File: src/rtl/ram_parity_reader.sv
// ram_parity_reader
//   Scans a block of RAM words starting at base_addr, checking each word's
//   stored even-parity bit and that the RAM echoes the address it was given.
//   Each checked word is presented on a valid/ready output port; per-scan
//   error statistics stay visible until the next accepted start.
//
// Ports
//   clk            : single clock, rising edge active
//   rst_n          : asynchronous active-low reset
//   start          : begin a scan (sampled in IDLE only)
//   base_addr      : first word address, sampled with start
//   length         : word count 0..2^ADDR_WIDTH, sampled with start
//   mem_addr       : registered RAM address
//   mem_we         : active-low RAM write enable, tied inactive
//   mem_rdata      : RAM word, [DATA_WIDTH:1] data, [0] stored parity
//   mem_raddr      : address echoed back by the RAM
//   out_data       : checked data word
//   out_err        : out_data failed parity or address check
//   out_valid      : out_data/out_err valid
//   out_ready      : consumer accepts when out_valid && out_ready
//   busy           : FSM not in IDLE
//   done           : one-cycle pulse at scan end
//   err_count      : failed words in the current/last scan
//   first_err_addr : address of the first failed word
//   par_err        : sticky parity failure flag for the scan
//   addr_err       : sticky address-echo failure flag for the scan
//
// state | meaning
// IDLE  | waiting for start
// ISSUE | address on mem_addr; RAM read completes, word sampled at closing edge
// HOLD  | word presented on out_*, waiting for out_ready
// DONE  | one-cycle done pulse, then IDLE
module ram_parity_reader #(
  parameter int DATA_WIDTH = 8,
  parameter int ADDR_WIDTH = 8
) (
  input  logic                  clk,
  input  logic                  rst_n,
  input  logic                  start,
  input  logic [ADDR_WIDTH-1:0] base_addr,
  input  logic [ADDR_WIDTH:0]   length,
  output logic [ADDR_WIDTH-1:0] mem_addr,
  output logic                  mem_we,
  input  logic [DATA_WIDTH:0]   mem_rdata,
  input  logic [ADDR_WIDTH-1:0] mem_raddr,
  output logic [DATA_WIDTH-1:0] out_data,
  output logic                  out_err,
  output logic                  out_valid,
  input  logic                  out_ready,
  output logic                  busy,
  output logic                  done,
  output logic [ADDR_WIDTH:0]   err_count,
  output logic [ADDR_WIDTH-1:0] first_err_addr,
  output logic                  par_err,
  output logic                  addr_err
);

  typedef enum logic [1:0] {
    IDLE  = 2'd0,
    ISSUE = 2'd1,
    HOLD  = 2'd2,
    DONE  = 2'd3
  } state_t;

  localparam logic [ADDR_WIDTH:0]   CNT_ONE  = (ADDR_WIDTH+1)'(1);
  localparam logic [ADDR_WIDTH-1:0] ADDR_ONE = ADDR_WIDTH'(1);

  state_t                r_state;
  state_t                w_next;
  logic                  w_load;
  logic                  w_sample;
  logic                  w_advance;
  logic                  w_par_bad;
  logic                  w_addr_bad;
  logic                  w_word_bad;

  logic [ADDR_WIDTH-1:0] r_mem_addr;
  logic [ADDR_WIDTH:0]   r_remaining;
  logic [DATA_WIDTH-1:0] r_out_data;
  logic                  r_out_err;
  logic                  r_out_valid;
  logic [ADDR_WIDTH:0]   r_err_count;
  logic [ADDR_WIDTH-1:0] r_first_err_addr;
  logic                  r_par_err;
  logic                  r_addr_err;

  assign w_par_bad  = (^mem_rdata[DATA_WIDTH:1]) != mem_rdata[0];
  assign w_addr_bad = mem_raddr != r_mem_addr;
  assign w_word_bad = w_par_bad | w_addr_bad;

  always_ff @(posedge clk or negedge rst_n) begin
    if (!rst_n) r_state <= IDLE;
    else        r_state <= w_next;
  end

  always_comb begin
    w_next    = r_state;
    w_load    = 1'b0;
    w_sample  = 1'b0;
    w_advance = 1'b0;
    case (r_state)
      IDLE: begin
        if (start) begin
          w_load = 1'b1;
          w_next = (length != '0) ? ISSUE : DONE;
        end
      end
      ISSUE: begin
        w_sample = 1'b1;
        w_next   = HOLD;
      end
      HOLD: begin
        if (out_ready) begin
          w_advance = 1'b1;
          w_next    = (r_remaining == CNT_ONE) ? DONE : ISSUE;
        end
      end
      DONE: begin
        w_next = IDLE;
      end
      default: begin
        w_next = IDLE;
      end
    endcase
  end

  always_ff @(posedge clk or negedge rst_n) begin
    if (!rst_n) begin
      r_mem_addr       <= '0;
      r_remaining      <= '0;
      r_out_data       <= '0;
      r_out_err        <= 1'b0;
      r_out_valid      <= 1'b0;
      r_err_count      <= '0;
      r_first_err_addr <= '0;
      r_par_err        <= 1'b0;
      r_addr_err       <= 1'b0;
    end else begin
      if (w_load) begin
        r_mem_addr       <= base_addr;
        r_remaining      <= length;
        r_err_count      <= '0;
        r_first_err_addr <= '0;
        r_par_err        <= 1'b0;
        r_addr_err       <= 1'b0;
      end
      if (w_sample) begin
        r_out_data  <= mem_rdata[DATA_WIDTH:1];
        r_out_err   <= w_word_bad;
        r_out_valid <= 1'b1;
        if (w_par_bad)  r_par_err  <= 1'b1;
        if (w_addr_bad) r_addr_err <= 1'b1;
        if (w_word_bad) begin
          r_err_count <= r_err_count + CNT_ONE;
          // count is cleared at start, so zero means no failure yet this scan
          if (r_err_count == '0) r_first_err_addr <= r_mem_addr;
        end
      end
      if (w_advance) begin
        r_out_valid <= 1'b0;
        r_remaining <= r_remaining - CNT_ONE;
        // the last word leaves mem_addr on its address; wrap is natural
        if (r_remaining != CNT_ONE) r_mem_addr <= r_mem_addr + ADDR_ONE;
      end
    end
  end

  assign mem_addr       = r_mem_addr;
  assign mem_we         = 1'b1;
  assign out_data       = r_out_data;
  assign out_err        = r_out_err;
  assign out_valid      = r_out_valid;
  assign busy           = (r_state != IDLE);
  assign done           = (r_state == DONE);
  assign err_count      = r_err_count;
  assign first_err_addr = r_first_err_addr;
  assign par_err        = r_par_err;
  assign addr_err       = r_addr_err;

endmodule

File: config.mk
export PLATFORM = sky130hd
export DESIGN_NAME = ram_parity_reader
export DESIGN_NICKNAME = d
export VERILOG_FILES = /design/src/rtl/ram_parity_reader.sv
export SDC_FILE = /design/constraint.sdc
export NUM_CORES = 1
export LEC_CHECK = 0
export CAP_MARGIN = 10
export CORE_ASPECT_RATIO = 2
export CORE_MARGIN = 4
export CORE_UTILIZATION = 40
export DETAILED_ROUTE_END_ITERATION = 7
export GPL_TIMING_DRIVEN = 0
export PLACE_DENSITY_LB_ADDON = 0.08
export SLEW_MARGIN = 10
export SYNTH_ARGS = -nofsm -noshare
export SYNTH_HDL_FRONTEND = slang
export SYNTH_SLANG_ARGS = --single-unit
File: constraint.sdc
create_clock -name clk -period 3.8 [get_ports clk]
set_clock_uncertainty 0.05 [all_clocks]
set_input_delay 0.57 -clock clk [delete_from_list [all_inputs] [get_ports clk]]
set_output_delay 0.57 -clock clk [all_outputs]
set_load 0.01 [all_outputs]
==> results.ini <==
[route]
postRouteAntennaNets=0
route.vias.total=2294
avgRoutedWirePerCell_um=15.4
post-route-drc-count=0
drt_pass1_iterations=4
wirelength_um=6820
drtIter0Drc=120
viasPerCell=5.19

[critical_path]
cp-startpoint=mem_raddr[5]
crit_slowest_cell=o2111ai_4
critPathKind=input port to flip-flop
max_stage_delay_ns=0.49
cp_num_buf_inv=1
worstPathArrival_ns=2.64
r2r_start=mem_addr[2]
start_kind=input port
critPathTopFamily=compound AO/OA/AOI/OAI gates
cp_max_fo=8
path_cells=clkdlybuf4s50_1 > xor2_1 > nor4_1 > a21oi_1 > o2111ai_4 > mux2i_1
end_kind=flip-flop
crit_required_ns=3.96

[power_and_ir_drop]
peakVddDrop_mv=0.390
power_leakage_nw=1.65
p_per_area_nw_per_um2=754

[cts]
tritoncts=done
clock-sinks=48
clockRootBuffer=clkbuf_16
ctsHoldBuffers=0
clock_latency_ns=0.29
clock_path_buffers=2
cts_setup_buffers=0
cts_max_level=2
cts_resized=0
cts_buffers=5
cts.reportedPaths.clkPinSlew_ns=0.06

[timing]
finalCritPeriodShare=0.652
tns_ns=0
setup_viol=0
finalCriticalPeriod_ns=2.48
max-slew-margin-rel=0.556
final_max_slew_viol_count=0
fmax_mhz=403
hold_viol_final=0
tightestPinTransition_ns=0.667
rsz0062_at_grt=no

[layout]
drive_gt1_frac=0.0534
fin_cells=442
fin_nets=398
diodes=0
area_growth_pct=40.5

[worst_hold_path]
min_path_type=input port to async pin

[logic_synthesis]
synth_edf_count=0
yosysSeqAreaShare=0.465
synth_area_um2=2580
syn_avg_cell_area_um2=9.54
netlist_instances=271
syn-num-nets=314
synthFlopType=dfrtp_1
ys_seq_elements=48
async_flop_share=1.00
ys_types=45
yosys_warnings=0

[floorplan]
rows=41
die_area_um2=7890
die_w_um=64.8
start_util=0.410
ios=78
core-area_um2=6310
fp.dieH_um=122

[global_routing]
grt_usage=0.182
antenna_found_initial=0
grt_pass1_wl_um=11000
grt_start_max_net_pins=31
grt_pass1_vias=2266
overflow=0

[job]
drv_cap=0

[place]
dpl.hpwl_um=5220
gp_congestion=0.868
io_buffers=76
dp.cells=434

[outcome]
status=finished clean

## final timing paths
kind,cells after the start,slack [ns],end
worst max register to register,5,1.58,first_err_addr[6]
min in group clk,2,0.42,out_err
worst min register to register,2,0.42,out_err
worst min-delay path,1,0.17,out_data[6]
worst max-delay path,6,1.32,first_err_addr[6]
max in group asynchronous,2,3.01,err_count[0]
## synth_stat cells (all sizes together), types with 4 or more instances
cell type,instances,share of area
a21o,4,0.012
nand3,7,0.014
mux2i,12,0.051
nor2,16,0.024
o21ai,7,0.014
nor4,4,0.0097
o2bb2ai,5,0.017
a21oi,11,0.021
ha,5,0.024
xor2,13,0.044
and2,4,0.0097
or2,4,0.0097
nand2b,6,0.015
dfrtp,48,0.46
nand2,51,0.074
inv,17,0.025
a311oi,4,0.014
clkbuf,7,0.010
nor3,8,0.017
## per-stage QoR
step	setup WS (ns)	total power (W)	utilization	cell area (µm²)	hold WS, ns
after floorplan	1.71	0.00164	-	2580	0.224
after global placement	0.635	0.00222	0.547	3450	0.407
after detailed placement	0.998	0.00226	0.550	3470	0.413
after CTS	1.30	0.00277	0.576	3630	0.185
after global routing	1.17	0.00294	0.576	3630	0.201
final	1.32	0.00274	0.576	3630	0.173
## flip-flops by register name (all words and copies together) (netlist names)
signal          flops
err_count           9
r_remaining         9
first_err_addr      8
mem_addr            8
out_data            8
r_state             2
addr_err            1
out_err             1
out_valid           1
par_err             1
## kinds of logic after synthesis
group | synth area share
multiplexers | 0.0513
AND/OR/NAND/NOR | 0.206
adder cells (fa/ha/maj) | 0.0242
flip-flops | 0.465
other | 0.00145
buffers and inverters | 0.0378
AO/OA/AOI/OAI | 0.143
XOR/XNOR | 0.0716
## per-layer routing
layer  track usage  vias up  share of wire
li1              -     1108              -
met1         0.200     1108           0.38
met2         0.328       63           0.55
met3        0.0351       15          0.038
met4        0.0874        0          0.029
met5             0        -              0
## final cells by class
class / count / area, µm²
Fill cell: 604 / 2680
Multi-Input combinational cell: 198 / 1290
Sequential cell: 48 / 1200
Timing Repair Buffer: 77 / 776
Clock buffer: 6 / 129
Tap cell: 86 / 108
Inverter: 17 / 63.8
Clock inverter: 2 / 35.0
Buffer: 8 / 33.8
## layout by cell type, fill, tap and decap left out, types with 2 or more instances in the layout
| master | instances |
|---|---|
| a211oi_1 | 3 |
| a21o_1 | 4 |
| a21oi_1 | 11 |
| a22oi_1 | 2 |
| a311oi_1 | 4 |
| and2_1 | 4 |
| and3_1 | 3 |
| clkbuf_1 | 8 |
| clkbuf_16 | 5 |
| clkdlybuf4s50_1 | 75 |
| dfrtp_1 | 48 |
| ha_1 | 5 |
| inv_1 | 17 |
| mux2i_1 | 11 |
| nand2_1 | 51 |
| nand2b_1 | 6 |
| nand3_1 | 7 |
| nand3b_1 | 3 |
| nor2_1 | 15 |
| nor3_1 | 7 |
| nor4_1 | 4 |
| o211ai_1 | 3 |
| o21ai_0 | 7 |
| o2bb2ai_1 | 5 |
| o311ai_0 | 2 |
| o31ai_1 | 2 |
| or2_2 | 4 |
| or3_1 | 2 |
| xnor2_1 | 3 |
| xnor3_1 | 2 |
| xor2_1 | 13 |
## where the power goes
part	switching [W]	leakage, nW	internal (W)
Sequential	0.000217	0.592	0.000726
Combinational	0.000649	0.978	0.000641
Clock	0.000193	0.0808	0.000310
(Power assumes the default switching activity.)
